--- src/rtl/mmio_button_in.sv ---
// Memory-mapped button input: 2-flop sync, per-bit debounce, sticky press events, press counter.
// Optional macro BTN_IRQ_EN adds a maskable level interrupt and a mask write port.
module mmio_button_in #(
   parameter int NUM_BTN         = 4,
   parameter int DEBOUNCE_CYCLES = 16,
   parameter int CNT_W           = 16
) (
   input  logic               original_clk,
   input  logic               rst,
   input  logic [NUM_BTN-1:0] btn,
   input  logic               rd_en,
   input  logic [1:0]         rd_addr,
`ifdef BTN_IRQ_EN
   input  logic               wr_en,
   input  logic [31:0]        wr_data,
`endif
   output logic [31:0]        rd_data,
   output logic               rd_valid,
   output logic               irq
);

   localparam logic [CNT_W-1:0] CNT_LAST = CNT_W'(DEBOUNCE_CYCLES - 1);

   logic [NUM_BTN-1:0] sync1_q, sync1_d;
   logic [NUM_BTN-1:0] sync2_q, sync2_d;
   logic [NUM_BTN-1:0] db_q, db_d;
   logic [NUM_BTN-1:0] db_dly_q, db_dly_d;
   logic [CNT_W-1:0]   cnt_q [NUM_BTN];
   logic [CNT_W-1:0]   cnt_d [NUM_BTN];
   logic [NUM_BTN-1:0] ev_q, ev_d;
   logic [15:0]        pc_q, pc_d;
   logic [31:0]        rd_data_q, rd_data_d;
   logic               rd_valid_q, rd_valid_d;
   logic               irq_q, irq_d;
   logic [NUM_BTN-1:0] rise;
   logic [31:0]        reg_sel;
`ifdef BTN_IRQ_EN
   logic [NUM_BTN-1:0] mask_q, mask_d;
`endif

   function automatic logic [15:0] popcount(input logic [NUM_BTN-1:0] v);
      logic [15:0] n;
      n = '0;
      for (int i = 0; i < NUM_BTN; i++) n = n + 16'(v[i]);
      return n;
   endfunction

   always_comb begin
      sync1_d  = btn;
      sync2_d  = sync1_q;
      db_d     = db_q;
      db_dly_d = db_q;
      // Counter only runs while the synchronised input disagrees with the debounced level.
      for (int i = 0; i < NUM_BTN; i++) begin
         cnt_d[i] = '0;
         if (sync2_q[i] != db_q[i]) begin
            if (cnt_q[i] == CNT_LAST) db_d[i] = sync2_q[i];
            else                      cnt_d[i] = cnt_q[i] + 1'b1;
         end
      end

      rise    = db_q & ~db_dly_q;
      reg_sel = '0;
      case (rd_addr)
         2'd0:    reg_sel[NUM_BTN-1:0] = db_q;
         2'd1:    reg_sel[NUM_BTN-1:0] = ev_q;
         2'd2:    reg_sel[15:0]        = pc_q;
         default: begin
`ifdef BTN_IRQ_EN
            reg_sel[NUM_BTN-1:0] = mask_q;
`endif
         end
      endcase

      rd_valid_d = rd_en;
      rd_data_d  = rd_en ? reg_sel : rd_data_q;

      // Clear-on-read drops every captured event but keeps a same-cycle rise.
      ev_d = ev_q | rise;
      if (rd_en && rd_addr == 2'd1) ev_d = rise;
      pc_d = pc_q + popcount(rise);

`ifdef BTN_IRQ_EN
      mask_d = mask_q;
      if (wr_en && rd_addr == 2'd3) mask_d = wr_data[NUM_BTN-1:0];
      irq_d = |(ev_d & mask_d);
`else
      irq_d = 1'b0;
`endif
   end

   always_ff @(posedge original_clk) begin
      if (!rst) begin
         sync1_q    <= '0;
         sync2_q    <= '0;
         db_q       <= '0;
         db_dly_q   <= '0;
         for (int i = 0; i < NUM_BTN; i++) cnt_q[i] <= '0;
         ev_q       <= '0;
         pc_q       <= '0;
         rd_data_q  <= '0;
         rd_valid_q <= 1'b0;
         irq_q      <= 1'b0;
`ifdef BTN_IRQ_EN
         mask_q     <= '1;
`endif
      end else begin
         sync1_q    <= sync1_d;
         sync2_q    <= sync2_d;
         db_q       <= db_d;
         db_dly_q   <= db_dly_d;
         for (int i = 0; i < NUM_BTN; i++) cnt_q[i] <= cnt_d[i];
         ev_q       <= ev_d;
         pc_q       <= pc_d;
         rd_data_q  <= rd_data_d;
         rd_valid_q <= rd_valid_d;
         irq_q      <= irq_d;
`ifdef BTN_IRQ_EN
         mask_q     <= mask_d;
`endif
      end
   end

   assign rd_data  = rd_data_q;
   assign rd_valid = rd_valid_q;
   assign irq      = irq_q;

endmodule

--- config.mk ---
export PLATFORM = sky130hd
export DESIGN_NAME = mmio_button_in
export DESIGN_NICKNAME = d
export VERILOG_FILES = /design/src/rtl/mmio_button_in.sv
export SDC_FILE = /design/constraint.sdc
export NUM_CORES = 1
export LEC_CHECK = 0
export CAP_MARGIN = 20
export CELL_PAD_IN_SITES_DETAIL_PLACEMENT = 1
export CELL_PAD_IN_SITES_GLOBAL_PLACEMENT = 1
export CORE_ASPECT_RATIO = 1.2
export CORE_MARGIN = 1.5
export CORE_UTILIZATION = 44
export DETAILED_ROUTE_END_ITERATION = 16
export HOLD_SLACK_MARGIN = 0.1
export PLACE_DENSITY_LB_ADDON = 0.1
export SLEW_MARGIN = 30
export SYNTH_ARGS = -nofsm -noshare
export SYNTH_HDL_FRONTEND = slang
export SYNTH_SLANG_ARGS = --single-unit
--- constraint.sdc ---
create_clock -name original_clk -period 2.88 [get_ports original_clk]
set_input_delay 0.288 -clock original_clk [delete_from_list [all_inputs] [get_ports original_clk]]
set_output_delay 0.288 -clock original_clk [all_outputs]
set_load 0.05 [all_outputs]
### Yosys cells after proc, flatten, opt, wreduce, memory -nomap -nowiden

Memories as Yosys holds them, arrays and structs flattened.
Cells that the tools add are included.

| storage, ports and cells | value |
|---|---|
| flip-flop bits (word level) | 53 |
| memory bits (writable) | 64 |
| bits of input ports | 9 |
| output and inout port bits | 34 |
| word-level logic and storage cells | 60 |
| memories | 1 |

Memory list:

| memory | words | width | rd ports | clocked after Yosys merged registers in | write ports | line | source |
|---|---|---|---|---|---|---|---|
| cnt_q | 4 | 16 | 4 | 0 | 4 | 28 | `logic [CNT_W-1:0] cnt_q [NUM_BTN];` |

| cells by class | value |
|---|---|
| $add $sub $neg | 8 |
| eq/ne operators | 10 |
| multiplexer cells | 17 |
| bitwise logic cells | 7 |
| reductions and logical operators | 6 |

Operators by type and width:

| kind | number |
|---|---|
| 16-bit 2-to-1 mux | 12 |
| 16-bit by 1-bit adder with 16-bit output (second input constant) | 4 |
| 16-bit by 4-bit == test with 1-bit output (second input constant) | 4 |
| 16-bit by 4-bit adder with 16-bit output | 1 |
| 12-bit 2-to-1 mux | 1 |
| 4-bit one-hot mux with 3 select lines | 1 |
| 2-bit AND reduction | 4 |
| 3-bit by 1-bit adder with 4-bit output | 1 |
| 4-bit AND | 1 |
| 4-bit 2-to-1 mux | 1 |
| 1-bit inequality test | 4 |
| 4-bit inverter | 1 |
| 1-bit bitwise OR | 4 |
| 4-bit bitwise OR | 1 |
| 2-bit by 1-bit adder with 3-bit output | 1 |
| 1-bit by 1-bit adder with 2-bit output | 1 |
| 2-bit by 1-bit == test with 1-bit output (second input constant) | 1 |
| 2-bit == test (second input constant) | 1 |
| 2-bit logical NOT | 1 |
| 1-bit 2-to-1 mux | 2 |
| 1-bit logical AND | 1 |

### Logic depth before layout (Yosys ltp)

Gate-level depths: netlist of the first run.

| logic depth | value |
|---|---|
| depth after elaboration | 6 |
| mapped depth | 9 |
| mapped depth without buffers | 9 |

### Least setup slack after synthesis of the first run

Ideal clock, no wire load.

| path | value |
|---|---|
| kind | reg2reg |
| from | register db_q[0], in the netlist db_dly_d[0] |
| to | register pc_q[11] |
| setup time | 0.070 ns |
| data arrival time | 2.367 ns |
| data required time | 2.810 ns |
| setup slack | 0.443 ns |
| cell stages (with the launch flop) | 8 |
| path buffers | 0 |
| clock period less this slack | 2.437 ns |
| path through | dfxtp_1 -> nand2b_1 -> fa_1 -> fa_1 -> nor2b_1 -> o21ai_1 -> or4_1 -> a21boi_1 |

| between the ends | value |
|---|---|
| word-level cells in the longest chain between the ends | 5 |

Ends and longest elaborated chain:

| what | line | source |
|---|---|---|
| from (decl) | 26 | `logic [NUM_BTN-1:0] db_q, db_d;` |
| from (signal assigned) | 96 | `db_q <= '0;` |
| from (signal assigned) | 110 | `db_q <= db_d;` |
| 4-bit AND | 62 | `rise = db_q & ~db_dly_q;` |
| 1-bit by 1-bit adder with 2-bit output | 44 | `for (int i = 0; i < NUM_BTN; i++) n = n + 16'(v[i]);` |
| 2-bit by 1-bit adder with 3-bit output | 44 |  |
| 3-bit by 1-bit adder with 4-bit output | 44 |  |
| 16-bit by 4-bit adder with 16-bit output | 81 | `pc_d = pc_q + popcount(rise);` |
| to (signal assigned) | 114 | `pc_q <= pc_d;` |
| to (decl) | 31 | `logic [15:0] pc_q, pc_d;` |

No other way between the ends.
A chain may end at the register's enable or synchronous reset.

### Worst setup path in the final report of the first run

| path | value |
|---|---|
| from | register db_q[0], in the netlist db_dly_d[0] |
| to | register pc_q[14] |

The elaborated chain is that of the path after synthesis.

==> run_results.csv, run 1 <==
group,metric,value,unit
synth,synthTopCellsByArea,"dfxtp_1 (46%), xnor2_1 (9.4%), nor2_1 (5.2%), nor2b_1 (3.8%), nor4_1 (3.8%)",
synth,syn_avg_cell_area,9.122,um^2
detailed_routing,detail-route-antenna-nets,0,
synth,synth_fa_ha_area_share,2.426,%
min_path,hp-start,"rst",
pwr,p_comb_share,3.2,%
synth,synth_ff_type,"dfxtp_1",
setup_path,regToRegEndpoint,"pc_q[14]",
detailed_routing,vias,3848,
placed_design,placed_cell_area,5383,um^2
timing,tightest_slew,644.3,ps
detailed_routing,top_layer,"met4",
clock_tree,cts_root_buf,"clkbuf_16",
synth,synth_edf_count,0,
detailed_routing,wirelength,10690,um
timing,max_slew_margin,56.92,%
detailed_routing,via_per_inst,5.117,
detailed_routing,wl_per_cell,14.21,um
global_route,antenna_found_initial,0,
setup_path,slowest_stage,"fa_1",
setup_path,cp_common_cell,"fa_1",
synth,synth_most_common_cell,"dfxtp_1",
setup_path,regToRegSetupSlack,200,ps
pwr,p_seq_share,41.2,%
timing,fin_crit,2677,ps
synth,synth-simple-area-share,27.66,%
placed_design,gp_congestion,0.7697,
setup_path,r2r-start,"db_dly_d[0]",
synth,synth_top_family_by_area,"simple AND/OR/NAND/NOR gates",
clock_tree,cts.sinks,117,
floorplanning,die-height,120.4,um
detailed_routing,drtIter0Drc,96,
min_path,hp-class,"in -> reg",
timing,fmax,373.6,MHz
setup_path,cp.arrival,2980,ps
final_layout,drive_gt1_share,6.522,%
setup_path,cp_max_fo,5,
global_route,grt_pass1_vias,3991,
floorplanning,boundaryPins,43,
detailed_routing,drt_first_pass_iters,4,
timing,finalHoldViolations,0,
synth,syn_inst,554,
pwr,p_per_area,659.4,nW/um^2
final_layout,postLayoutCellArea,6020,um^2
clock_tree,numCtsBuffers,17,
pwr,clkPwrFrac,55.5,%
clock_tree,cts.reportedPaths.clkPinSlew,50,ps
setup_path,start_kind,"register",
synth,synth_area,5054,um^2
synth,synth_top_area_cell,"dfxtp_1",
timing,finalMaxSlewViolations,0,
setup_path,crit_required,3180,ps
synth,yosysTopAreaCellShare,46.35,%
final_layout,area_growth,19.11,%
placed_design,portBuffers,25,
setup_path,critPathMaxStageDelay,490,ps
global_route,grt_overflow,0,
global_route,grt_pass1_wl,18480,um
flow_run,maxCapViolations,0,
placed_design,dp_hpwl,6944,um
pwr,intPower,3.155,mW
timing,whs,405.5,ps
pwr,total_power,3.969,mW
status,status,"finished, final reports clean",
final_layout,fillCellCount,1305,
timing,period_share,92.94,%
synth,muxShareOfSynthArea,1.981,%
timing,skew,9.462,ps
clock_tree,cts-resized-gates,0,
detailed_routing,wl_met1,4611,um
final_layout,diodes,0,
pwr,vdd_ir_drop_max,283.9,uV
synth,ys_warn_count,0,
clock_tree,clkLatencyLatePin,410,ps
setup_path,path_cells,"nand2b_1 -> fa_1 -> fa_1 -> inv_1 -> fa_1 -> nand4_1 -> nor4_2 -> xor2_1 -> and2_1",
synth,synthXorXnorAreaFrac,12.13,%
global_route,grt_max_degree,36,
synth,ys_seq_area_share,46.35,%
global_route,grt_use_total,19.39,%
floorplanning,start_util,45.58,%
final_layout,nNetsFinal,602,
min_path,holdPathEnd,"ev_q[2]",
clock_tree,h-tree-depth,4,
floorplanning,core,11090,um^2
floorplanning,die_w,100.8,um
setup_path,r2r_cells,9,
synth,synthArstFlopShare,0,%
min_path,hold_depth,2,
synth,ys_types,36,
floorplanning,rows,42,
detailed_routing,wl_met2,5591,um
floorplanning,die_area,12140,um^2
pwr,leakagePower,2.091,nW
clock_tree,post-cts-setup-buffers,0,
pwr,p_sw_share,20.52,%
synth,yosys-top-cells-count,"dfxtp_1 (117), nor2_1 (70), xnor2_1 (54)",
detailed_routing,detail_route.drc_violations,0,
setup_path,crit_path_end_kind,"register",
synth,synth_compound_area_share,4.258,%
timing,setup_viol,0,
synth,synth_seq_cells,117,
final_layout,seqCellArea,2342,um^2
final_layout,multi_input_area,2519,um^2
clock_tree,cts_buffer_depth,2,
setup_path,path_class,"reg -> reg",
detailed_routing,dr_wl_met3,293,um
clock_tree,cts_hold_buf,0,
pwr,switching_power,814.3,uW
clock_tree,cts_tree,"built",
==> layer usage <==
layer  global-route usage, %  vias to the layer above
met5                       0                        -
li1                        -                     1904
met2                   34.25                       40
met3                   4.855                       17
met1                   21.84                     1887
met4                   8.451                        0
==> cell usage in the layout (no fill, tap or decap), types with 5 or more instances in the layout <==
cell type / synthesis / final
xor2_1: 16 / 16
nand4_1: 18 / 18
clkbuf_16: 0 / 17
and3_1: 7 / 7
mux2i_1: 10 / 10
nor2b_1: 31 / 31
clkbuf_8: 0 / 6
dfxtp_1: 117 / 117
clkdlybuf4s50_1: 0 / 24
and2_1: 25 / 25
xnor2_1: 54 / 54
a21oi_1: 13 / 13
nor4_1: 31 / 30
nor3_1: 17 / 17
nand2b_1: 6 / 6
ha_1: 5 / 5
inv_1: 20 / 20
nor2_1: 70 / 70
nand3_1: 26 / 26
nand2_1: 26 / 26
conb_1: 1 / 17
==> flip-flops by register name (all words and copies together) (netlist names) <==
name and cells:
cnt_q 64, db_dly_d 4, db_dly_q 4, ev_q 4, pc_q 16, rd_data 16
rd_valid 1, sync1_q 4, sync2_q 4
==> stage by stage <==
| step | utilization, % | setup TNS (ps) | std cells | setup WS (ps) |
|---|---|---|---|---|
| after floorplan | - | 0 | 570 | 443.2 |
| after global placement | 48.54 | 0 | 720 | 319.1 |
| after detailed placement | 48.54 | 0 | 720 | 226.6 |
| after CTS | 54.23 | 0 | 752 | 208.6 |
| after global routing | 54.29 | -7.238 | 752 | -7.238 |
| final | 54.29 | 0 | 752 | 203.2 |
==> worst max path at each step <==
stage	slack (ps)	to	from
after floorplan	440	pc_q[11]	db_dly_d[0]
after CTS	210	pc_q[14]	db_dly_d[0]
final	200	pc_q[14]	db_dly_d[0]
after detailed placement	230	pc_q[11]	db_dly_d[0]
after global placement	320	pc_q[11]	db_dly_d[0]
after global routing	-7	pc_q[12]	db_dly_d[0]
==> area by class of cell <==
class / instances / share of cell area [%]
Clock buffer: 24 / 8.501
Clock inverter: 8 / 1.975
Inverter: 20 / 1.247
Multi-Input combinational cell: 402 / 41.84
Sequential cell: 117 / 38.91
Tap cell: 154 / 3.201
Timing Repair Buffer: 27 / 4.323
==> critical path, delay by kind of cell (launching register included) <==
family                   cells  cell delay [ps]
adder cells (fa/ha/maj)      3             1200
AND/OR/NAND/NOR              4              780
flip-flops                   1              400
XOR/XNOR                     1              110
buffers and inverters        1               80
==> logic make-up (layout without fill, tap and decap cells) <==
logic type      after synthesis  after routing
mux                          10             10
xor+xnor                     70             70
simple gates                265            265
flops                       117            117
fa+ha+maj                     8              8
other cells                   1             17
buf+inv                      51             79
compound gates               32             32
==> power groups by stage <==
stage	clock network (mW)	logic, mW	registers [mW]
finish	2.20	0.128	1.64
global placement	0	0.128	1.67
global route	2.33	0.137	1.64
detailed placement	0	0.129	1.67
CTS	2.25	0.130	1.64
floorplan	0	0.104	1.68
No activity file was read; power rests on OpenSTA's default activity.
==> inputs of run 2 (changes only) <==
HOLD_SLACK_MARGIN = not set   (was 0.1)
RECOVER_POWER = 50   (was not set)
==> run_results.csv, run 2 (synthesis gave the netlist of run 1 again) <==
group,metric,value,unit
timing,fin_crit,2677,ps
final_layout,final_util,54.28,%
detailed_routing,drtIter0Drc,90,
floorplanning,die_w,100.8,um
clock_tree,clkLatencyLatePin,410,ps
setup_path,r2r_cells,9,
floorplanning,die-height,120.4,um
clock_tree,numCtsBuffers,17,
detailed_routing,vias,3846,
detailed_routing,detail-route-antenna-nets,0,
final_layout,fillCellCount,1305,
placed_design,gp_congestion,0.7697,
global_route,grt_pass1_vias,3991,
setup_path,cp_common_cell,"fa_1",
timing,max_slew_margin,17.84,%
global_route,grt_use_total,19.39,%
min_path,holdPathEnd,"sync2_q[2]",
final_layout,layout_common_cells,"dfxtp_1 (117), nor2_1 (70), xnor2_1 (54), nor2b_1 (31), nor4_1 (30)",
min_path,hold_depth,1,
timing,tightest_slew,1232,ps
setup_path,crit_path_end_kind,"register",
final_layout,regMostFlops,"cnt_q",
floorplanning,boundaryPins,43,
final_layout,seqCellArea,2342,um^2
setup_path,start_kind,"register",
floorplanning,die_area,12140,um^2
setup_path,cp.arrival,2980,ps
min_path,hp-class,"reg -> reg",
detailed_routing,wl_per_cell,14.22,um
detailed_routing,via_per_inst,5.114,
timing,timing.final.ws_setup,202.9,ps
final_layout,largest_register_ffs,64,
global_route,grt_max_degree,36,
setup_path,cp_max_fo,5,
min_path,hp-start,"sync1_q[2]",
pwr,vdd_ir_drop_max,283.8,uV
global_route,grt_overflow,0,
placed_design,dp_hpwl,6944,um
timing,finalHoldViolations,0,
setup_path,crit_family,"adder cells",
setup_path,r2r-start,"db_dly_d[0]",
floorplanning,start_util,45.58,%
timing,fmax,373.5,MHz
final_layout,area_growth,19.09,%
status,status,"finished, final reports clean",
pwr,p_per_area,659.5,nW/um^2
setup_path,regToRegSetupSlack,200,ps
pwr,leakagePower,2.136,nW
clock_tree,cts.reportedPaths.clkPinSlew,50,ps
placed_design,pre_cts_slack,226.6,ps
clock_tree,cts.sinks,117,
timing,finalMaxSlewViolations,0,
clock_tree,cts_root_buf,"clkbuf_16",
final_layout,instances_no_fill,752,
final_layout,nNetsFinal,602,
setup_path,crit_required,3190,ps
clock_tree,cts_tree,"built",
clock_tree,cts_hold_buf,0,
global_route,grt_pass1_wl,18480,um
placed_design,portBuffers,25,
detailed_routing,drt_first_pass_iters,4,
final_layout,layout_commonest_cell,"dfxtp_1",
final_layout,multi_input_area,2519,um^2
clock_tree,cts-resized-gates,0,
final_layout,diodes,0,
detailed_routing,wirelength,10700,um
setup_path,regToRegEndpoint,"pc_q[14]",
setup_path,slowest_stage,"fa_1",
flow_run,maxCapViolations,0,
floorplanning,core,11090,um^2
clock_tree,cts_buffer_depth,2,
timing,period_share,92.95,%
setup_path,path_buf_inv,1,
setup_path,critPathMaxStageDelay,490,ps
timing,skew,9.399,ps
global_route,antenna_found_initial,0,
timing,whs,429.7,ps
setup_path,path_class,"reg -> reg",
timing,setup_viol,0,
placed_design,placed_cells,720,
detailed_routing,detail_route.drc_violations,0,
setup_path,path_cells,"nand2b_1 -> fa_1 -> fa_1 -> inv_1 -> fa_1 -> nand4_1 -> nor4_2 -> xor2_1 -> and2_1",
final_layout,drive_gt1_share,6.355,%
clock_tree,h-tree-depth,4,
floorplanning,rows,42,
clock_tree,post-cts-setup-buffers,0,
[run 2: cell count changes in the layout (fill, tap and decap cells not counted), sizes merged]
cell           change
clkdlybuf4s50     -16
dlygate4sd3       +16
buf                -1
clkbuf             +1
[run 2: worst register-to-register path, stage by stage, from the launching register on]
cell	delay [ps]
dfxtp_1	400
nand2b_1	120
fa_1	490
fa_1	460
inv_1	80
fa_1	250
nand4_1	220
nor4_2	270
xor2_1	110
and2_1	170
[run 2: cell type report]
class,count,share of cell area (%)
Tap cell,154,3.202
Sequential cell,117,38.92
Timing Repair Buffer,27,4.304
Multi-Input combinational cell,402,41.85
Clock buffer,24,8.503
Clock inverter,8,1.975
Inverter,20,1.247
[run 2: worst max-delay path by stage]
stage           startpoint        to  slack [ps]  cells past startpoint
6_report       db_dly_d[0]  pc_q[14]         200                      9
5_1_grt        db_dly_d[0]  pc_q[12]          -7                      9
4_1_cts        db_dly_d[0]  pc_q[14]         210                      9
3_5_place_dp   db_dly_d[0]  pc_q[11]         230                      7
3_3_place_gp   db_dly_d[0]  pc_q[11]         320                      7
2_1_floorplan  db_dly_d[0]  pc_q[11]         440                      7
[run 2: routing by layer]
layer | track usage, % | part of all wire (%)
met1 | 21.84 | 43
met2 | 34.25 | 52
met3 | 4.855 | 2.6
met4 | 8.451 | 1.8
met5 | 0 | 0
[run 2: report_power, final]
part | internal, mW | switching, mW
registers | 1.63 | 0.00568
logic | 0.0293 | 0.0977
clock network | 1.49 | 0.712
[run 2: stage by stage]
| stage | TNS, ps | total power, mW | instance area, um^2 |
|---|---|---|---|
| final | 0 | 3.969 | 6018 |
| after global routing | -7.238 | 4.098 | 6018 |
| after CTS | 0 | 4.016 | 6013 |
| after detailed placement | 0 | 1.799 | 5383 |
| after global placement | 0 | 1.798 | 5383 |
| after floorplan | 0 | 1.785 | 5114 |
